<file path="config.mk">
export PLATFORM = sky130hd
export DESIGN_NAME = alu_op_sequencer
export DESIGN_NICKNAME = d
export VERILOG_FILES = /design/src/rtl/alu_op_pkg.sv /design/src/rtl/alu_op_decode.sv /design/src/rtl/alu_op_sequencer.sv
export SDC_FILE = /design/constraint.sdc
export NUM_CORES = 1
export LEC_CHECK = 0
export ABC_CLOCK_PERIOD_IN_PS = 4600
export BUFFER_PORTS_ARGS = -buffer_cell sky130_fd_sc_hd__buf_2
export CORE_MARGIN = 1.5
export CORE_UTILIZATION = 50
export CTS_CLUSTER_DIAMETER = 120
export DETAILED_ROUTE_END_ITERATION = 8
export PLACE_DENSITY_LB_ADDON = 0.2
export SLEW_MARGIN = 25
export SYNTH_ARGS = -nofsm -noshare
export SYNTH_HDL_FRONTEND = slang
export SYNTH_SLANG_ARGS = --single-unit
</file>
<file path="constraint.sdc">
create_clock -name clk -period 4.6 [get_ports clk]
set_input_delay 0.92 -clock clk [delete_from_list [all_inputs] [get_ports clk]]
set_output_delay 0.92 -clock clk [all_outputs]
set_load 0.005 [all_outputs]
</file>
<file path="src/rtl/alu_op_pkg.sv">
// Op-code encodings and instruction field constants shared by the ALU op sequencer and its decoder.
// Pure declarations: no logic, no latency, no flow control.
package alu_op_pkg;

    typedef logic [4:0] op_t;

    localparam op_t OP_NON  = 5'd0;
    localparam op_t OP_ADD  = 5'd1;
    localparam op_t OP_SUB  = 5'd2;
    localparam op_t OP_AND  = 5'd3;
    localparam op_t OP_OR   = 5'd4;
    localparam op_t OP_XOR  = 5'd5;
    localparam op_t OP_NOR  = 5'd6;
    localparam op_t OP_SLT  = 5'd7;
    localparam op_t OP_SLTU = 5'd8;
    localparam op_t OP_SLL  = 5'd9;
    localparam op_t OP_SRL  = 5'd10;
    localparam op_t OP_SRA  = 5'd11;
    localparam op_t OP_SLLV = 5'd12;
    localparam op_t OP_SRLV = 5'd13;
    localparam op_t OP_SRAV = 5'd14;
    localparam op_t OP_LUI  = 5'd15;
    localparam op_t OP_MUL  = 5'd16;
    localparam op_t OP_MULU = 5'd17;
    localparam op_t OP_DIV  = 5'd18;
    localparam op_t OP_DIVU = 5'd19;

    typedef enum logic [1:0] {
        ALU_ADD   = 2'b00,
        ALU_SUB   = 2'b01,
        ALU_RTYPE = 2'b10,
        ALU_ITYPE = 2'b11
    } alu_sel_e;

    localparam logic [5:0] FUNCT_ADD   = 6'b100000;
    localparam logic [5:0] FUNCT_ADDU  = 6'b100001;
    localparam logic [5:0] FUNCT_SUB   = 6'b100010;
    localparam logic [5:0] FUNCT_SUBU  = 6'b100011;
    localparam logic [5:0] FUNCT_AND   = 6'b100100;
    localparam logic [5:0] FUNCT_OR    = 6'b100101;
    localparam logic [5:0] FUNCT_XOR   = 6'b100110;
    localparam logic [5:0] FUNCT_NOR   = 6'b100111;
    localparam logic [5:0] FUNCT_SLT   = 6'b101010;
    localparam logic [5:0] FUNCT_SLTU  = 6'b101011;
    localparam logic [5:0] FUNCT_SLL   = 6'b000000;
    localparam logic [5:0] FUNCT_SRL   = 6'b000010;
    localparam logic [5:0] FUNCT_SRA   = 6'b000011;
    localparam logic [5:0] FUNCT_SLLV  = 6'b000100;
    localparam logic [5:0] FUNCT_SRLV  = 6'b000110;
    localparam logic [5:0] FUNCT_SRAV  = 6'b000111;
    localparam logic [5:0] FUNCT_MULT  = 6'b011000;
    localparam logic [5:0] FUNCT_MULTU = 6'b011001;
    localparam logic [5:0] FUNCT_DIV   = 6'b011010;
    localparam logic [5:0] FUNCT_DIVU  = 6'b011011;

    localparam logic [2:0] IOP_ADDI  = 3'b000;
    localparam logic [2:0] IOP_SLTI  = 3'b010;
    localparam logic [2:0] IOP_SLTIU = 3'b011;
    localparam logic [2:0] IOP_ANDI  = 3'b100;
    localparam logic [2:0] IOP_ORI   = 3'b101;
    localparam logic [2:0] IOP_XORI  = 3'b110;
    localparam logic [2:0] IOP_LUI   = 3'b111;

    typedef struct packed {
        op_t  op;
        logic illegal;
        logic is_md;
        logic is_div;
    } dec_t;

endpackage

</file>
<file path="src/rtl/alu_op_decode.sv">
// Field decoder: alu_op/funct/i_op -> {op, illegal, is_md, is_div}.
// Latency: purely combinational, zero cycles.
// Backpressure: none; the enclosing sequencer owns all flow control.
module alu_op_decode
    import alu_op_pkg::*;
#(
    parameter bit HAS_MD = 1'b1
) (
    input  logic [1:0] alu_op,
    input  logic [5:0] funct,
    input  logic [2:0] i_op,
    output dec_t       dec_o
);

    always_comb begin
        dec_o = '{op: OP_NON, illegal: 1'b0, is_md: 1'b0, is_div: 1'b0};
        case (alu_sel_e'(alu_op))
            ALU_ADD: dec_o.op = OP_ADD;
            ALU_SUB: dec_o.op = OP_SUB;
            ALU_RTYPE: begin
                case (funct)
                    FUNCT_ADD, FUNCT_ADDU: dec_o.op = OP_ADD;
                    FUNCT_SUB, FUNCT_SUBU: dec_o.op = OP_SUB;
                    FUNCT_AND:   dec_o.op = OP_AND;
                    FUNCT_OR:    dec_o.op = OP_OR;
                    FUNCT_XOR:   dec_o.op = OP_XOR;
                    FUNCT_NOR:   dec_o.op = OP_NOR;
                    FUNCT_SLT:   dec_o.op = OP_SLT;
                    FUNCT_SLTU:  dec_o.op = OP_SLTU;
                    FUNCT_SLL:   dec_o.op = OP_SLL;
                    FUNCT_SRL:   dec_o.op = OP_SRL;
                    FUNCT_SRA:   dec_o.op = OP_SRA;
                    FUNCT_SLLV:  dec_o.op = OP_SLLV;
                    FUNCT_SRLV:  dec_o.op = OP_SRLV;
                    FUNCT_SRAV:  dec_o.op = OP_SRAV;
                    FUNCT_MULT:  begin dec_o.op = OP_MUL;  dec_o.is_md = 1'b1; end
                    FUNCT_MULTU: begin dec_o.op = OP_MULU; dec_o.is_md = 1'b1; end
                    FUNCT_DIV:   begin dec_o.op = OP_DIV;  dec_o.is_md = 1'b1; dec_o.is_div = 1'b1; end
                    FUNCT_DIVU:  begin dec_o.op = OP_DIVU; dec_o.is_md = 1'b1; dec_o.is_div = 1'b1; end
                    default:     dec_o.illegal = 1'b1;
                endcase
                // Without a mul-div unit these functs are unsupported, not silently dropped.
                if (!HAS_MD && dec_o.is_md) begin
                    dec_o = '{op: OP_NON, illegal: 1'b1, is_md: 1'b0, is_div: 1'b0};
                end
            end
            ALU_ITYPE: begin
                case (i_op)
                    IOP_ADDI:  dec_o.op = OP_ADD;
                    IOP_SLTI:  dec_o.op = OP_SLT;
                    IOP_SLTIU: dec_o.op = OP_SLTU;
                    IOP_ANDI:  dec_o.op = OP_AND;
                    IOP_ORI:   dec_o.op = OP_OR;
                    IOP_XORI:  dec_o.op = OP_XOR;
                    IOP_LUI:   dec_o.op = OP_LUI;
                    default:   dec_o.illegal = 1'b1;
                endcase
            end
            default: dec_o.illegal = 1'b1;
        endcase
    end

endmodule

</file>
<file path="src/rtl/alu_op_sequencer.sv">
// Registered ALU op decoder with valid/ready handshake and mul-div latency sequencing.
// Latency: one cycle from accept to op/out_valid; mul-div ops hold busy for MUL_LAT/DIV_LAT cycles.
// Backpressure: in_ready drops while out_valid && !out_ready or while a mul-div op is busy.
module alu_op_sequencer
    import alu_op_pkg::*;
#(
    parameter int OP_W    = 5,
    parameter bit HAS_MD  = 1'b1,
    parameter int MUL_LAT = 4,
    parameter int DIV_LAT = 32
) (
    input  logic            clk,
    input  logic            rst_n,
    input  logic            flush,
    input  logic            in_valid,
    output logic            in_ready,
    input  logic [1:0]      alu_op,
    input  logic [5:0]      funct,
    input  logic [2:0]      i_op,
    output logic            out_valid,
    input  logic            out_ready,
    output logic [OP_W-1:0] op,
    output logic            illegal,
    output logic            md_busy,
    output logic            md_start,
    output logic            md_done,
    output logic            md_abort
);

    localparam int MAX_LAT = (MUL_LAT > DIV_LAT) ? MUL_LAT : DIV_LAT;
    localparam int CNT_W   = $clog2(MAX_LAT + 1);

    typedef logic [CNT_W-1:0] cnt_t;

    localparam cnt_t MUL_CNT = cnt_t'(MUL_LAT - 1);
    localparam cnt_t DIV_CNT = cnt_t'(DIV_LAT - 1);

    dec_t            dec;
    logic            accept;

    logic            out_valid_q, out_valid_d;
    logic [OP_W-1:0] op_q,        op_d;
    logic            illegal_q,   illegal_d;
    logic            md_busy_q,   md_busy_d;
    cnt_t            cnt_q,       cnt_d;
    logic            md_start_q,  md_start_d;
    logic            md_done_q,   md_done_d;
    logic            md_abort_q,  md_abort_d;

    alu_op_decode #(
        .HAS_MD (HAS_MD)
    ) u_decode (
        .alu_op (alu_op),
        .funct  (funct),
        .i_op   (i_op),
        .dec_o  (dec)
    );

    assign in_ready = !md_busy_q && (!out_valid_q || out_ready);
    assign accept   = in_valid && in_ready;

    always_comb begin
        out_valid_d = out_valid_q;
        op_d        = op_q;
        illegal_d   = illegal_q;
        md_busy_d   = md_busy_q;
        cnt_d       = cnt_q;
        md_start_d  = 1'b0;
        md_abort_d  = 1'b0;

        if (md_busy_q) begin
            if (cnt_q == '0) begin
                md_busy_d = 1'b0;
            end else begin
                cnt_d = cnt_q - 1'b1;
            end
        end

        if (out_valid_q && out_ready) begin
            out_valid_d = 1'b0;
        end

        if (accept) begin
            out_valid_d = 1'b1;
            op_d        = OP_W'(dec.op);
            illegal_d   = dec.illegal;
            if (dec.is_md) begin
                md_busy_d  = 1'b1;
                md_start_d = 1'b1;
                cnt_d      = dec.is_div ? DIV_CNT : MUL_CNT;
            end
        end

        // A flush landing on the final latency cycle lets the op complete rather than abort.
        if (flush) begin
            out_valid_d = 1'b0;
            op_d        = OP_W'(OP_NON);
            illegal_d   = 1'b0;
            md_busy_d   = 1'b0;
            cnt_d       = '0;
            md_start_d  = 1'b0;
            md_abort_d  = md_busy_q && (cnt_q != '0);
        end

        md_done_d = md_busy_d && (cnt_d == '0);
    end

    always_ff @(posedge clk or negedge rst_n) begin
        if (!rst_n) begin
            out_valid_q <= 1'b0;
            op_q        <= OP_W'(OP_NON);
            illegal_q   <= 1'b0;
            md_busy_q   <= 1'b0;
            cnt_q       <= '0;
            md_start_q  <= 1'b0;
            md_done_q   <= 1'b0;
            md_abort_q  <= 1'b0;
        end else begin
            out_valid_q <= out_valid_d;
            op_q        <= op_d;
            illegal_q   <= illegal_d;
            md_busy_q   <= md_busy_d;
            cnt_q       <= cnt_d;
            md_start_q  <= md_start_d;
            md_done_q   <= md_done_d;
            md_abort_q  <= md_abort_d;
        end
    end

    assign out_valid = out_valid_q;
    assign op        = op_q;
    assign illegal   = illegal_q;
    assign md_busy   = md_busy_q;
    assign md_start  = md_start_q;
    assign md_done   = md_done_q;
    assign md_abort  = md_abort_q;

endmodule

</file>
==> metrics.yaml <==
setup_path:
  cp-start-kind: "input port"
  reg2regPathDepth: 7
  rr_startpoint: "cnt_q[0]"
  cpMostUsedCell: "buf_2"
  cp_cell_sequence: "buf_2, nor2b_1, nor2_1, buf_2"
  r2r-end: "md_done"
  critPathKind: "input port to output pin"
  cp_max_fo: 4
  max_stage_delay_ns: 0.19
  worstSetupEndpointType: "output pin"
  slowest_stage: "nor2b_1"
  crit_required_ns: 3.68
  worstPathArrival_ns: 1.41
  r2r_slack_ns: 2.56
clock_tree:
  clock_path_buffers: 2
  clockRootBuffer: "clkbuf_4"
  clkTransAtPathRegs_ns: 0.11
  cts.repair.resized: 0
  post_cts_buffers: 0
  hold_buffers: 0
  cts_made_buffers: 3
  htree_levels: 1
  clk_latency_ns: 0.30
  numClockSinks: 17
  cts_tree: "done"
synthesis:
  yosys-top-cells-area: "dfrtp_1 (33%), clkbuf_8 (4.2%), nor2_1 (3.4%)"
  post-synth-top-count-cell: "dfrtp_1"
  async_reset_ff_frac: 1.00
  syn_area_per_cell_um2: 9.33
  synthesis.nets: 158
  yosys_warnings: 0
  synth_cell_types: 51
  yosysTopAreaCellShare: 0.326
  ys_seq_area_frac: 0.326
  ys_seq_elements: 17
  netlist_area_um2: 1310
  synthCells: 140
  synth_ff_type: "dfrtp_1"
  synth_common_cells: "dfrtp_1 (17), nor2_1 (12), a21oi_1 (8), inv_1 (8), nand2_1 (7)"
  synth_top_cell_by_area: "dfrtp_1"
  synth_edf_count: 0
global_routing:
  grt_pass1_wl_um: 4580
  grt.total_usage: 0.220
  grt_start_max_net_pins: 18
  antenna_found_initial: 0
  first_global_vias: 1014
  overflow: 0
timing:
  tightestPinTransition_ns: 0.407
  finalSetupViolCount: 0
  drv_slew: 0
  hold_violations: 0
  grt_setup_unrepaired: "false"
  final.period_utilization: 0.507
  worst_slew_margin_rel: 0.728
  max_freq_mhz: 429
  period_needed_ns: 2.33
  finalSetupTns_ns: 0
  skew_ns: 0.0122
finish:
  drive_above_1_share: 0.267
  fin_cells: 191
  antenna-diode-count: 0
  syn2layout_area_growth_pct: 8.43
  finalNetCount: 180
floorplanning:
  die_area_um2: 2930
  die_height_um: 54.1
  coreArea_um2: 2480
  dieWidth_um: 54.1
  io_pins: 28
  start_util: 0.527
  row_count: 18
route:
  drcViolationCount: 0
  top_layer: "met4"
  wl_met1_um: 1330
  dr.pass1.iters: 4
  drt_iter0_drc: 15
  vias: 1137
  drtAntennaViolNets: 0
  met3_length_um: 52
  route.met2.wl_um: 1460
  wire_per_inst_um: 15.1
  post_drt_via_cell_ratio: 5.95
  drt-total-wl_um: 2890
placement:
  place_hpwl_um: 2270
  portBuffers: 27
  place_congestion: 0.811
  placed_cells: 187
run:
  drv_cap: 0
pwr:
  vdd_drop_max_mv: 0.127
  p_leak_uw: 0.000654
  power_density_nw_per_um2: 222
min_path:
  hold_path_depth: 2
  hold_end: "illegal"
  hp-start: "illegal"
  hold_path_class: "flip-flop to flip-flop"
outcome:
  status: "completed"
==> flip-flops by register name, indices dropped and copies added (netlist names) <==
register and flops:
cnt_q 6, illegal 1, md_done 1, out_valid 1, md_start 1, md_abort 1, op 5, md_busy 1
==> critical path: cells and delay by family <==
kind	cells	cell delay, ns
buffers and inverters	2	0.24
and+or+nand+nor	2	0.25
==> layout make-up <==
| type | count | area, um^2 |
|---|---|---|
| Sequential cell | 17 | 425 |
| Inverter | 8 | 30.0 |
| Multi-Input combinational cell | 105 | 761 |
| Fill cell | 237 | 1060 |
| Timing Repair Buffer | 27 | 135 |
| Clock inverter | 1 | 5.00 |
| Tap cell | 30 | 37.5 |
| Clock buffer | 3 | 22.5 |
==> how the worst max path moves through the flow <==
stage | slack, ns | from | end
2_1_floorplan | 2.38 | funct[4] | md_done
3_3_place_gp | 2.23 | funct[5] | md_done
3_5_place_dp | 2.18 | funct[5] | md_done
4_1_cts | 2.27 | out_ready | in_ready
5_1_grt | 2.20 | out_ready | in_ready
6_report | 2.27 | out_ready | in_ready
==> power by group <==
part	switching (uW)	internal, uW
registers	2.97	154
logic	42.1	32.8
clock network	50.6	32.4
total	95.6	219
==> per-layer routing <==
metal | track usage | up-vias
met5 | 0 | -
met4 | 0.0750 | 0
met3 | 0.0250 | 6
met2 | 0.392 | 18
met1 | 0.271 | 544
li1 | - | 569
==> logic make-up after synthesis <==
family	Yosys count	synth area share
muxes	5	0.0412
xor gates and xnor gates	6	0.0402
adders and majority gates	2	0.0192
and+or+nand+nor	54	0.258
AOI/OAI and AO/OA	38	0.224
DFF	17	0.326
buffers and inverters	18	0.0920
==> per-stage QoR <==
step           instance area, um^2  worst slack [ns]   util  power (uW)  hold WS [ns]
2_1_floorplan                 1310              2.38      -         215         0.471
4_1_cts                       1420              2.27  0.572         316         0.497
5_1_grt                       1420              2.20  0.572         330         0.522
3_5_place_dp                  1390              2.18  0.561         235         0.472
6_report                      1420              2.27  0.572         315         0.498
3_3_place_gp                  1390              2.23  0.561         232         0.456
==> layout by cell type (no fill, tap or decap), types with 3 or more instances in the layout <==
cell type | Yosys | routed
a21oi_1 | 8 | 8
a31oi_1 | 3 | 3
buf_2 | 1 | 27
clkbuf_4 | 0 | 3
dfrtp_1 | 17 | 17
inv_1 | 8 | 8
mux2_2 | 3 | 3
nand2_1 | 7 | 7
nand2b_1 | 6 | 6
nand3_1 | 4 | 4
nand4_1 | 3 | 3
nor2_1 | 12 | 12
nor2b_1 | 4 | 4
nor3b_1 | 4 | 4
nor4b_1 | 3 | 3
o211ai_1 | 3 | 3
xnor2_1 | 4 | 4
(Power assumes the default switching activity.)
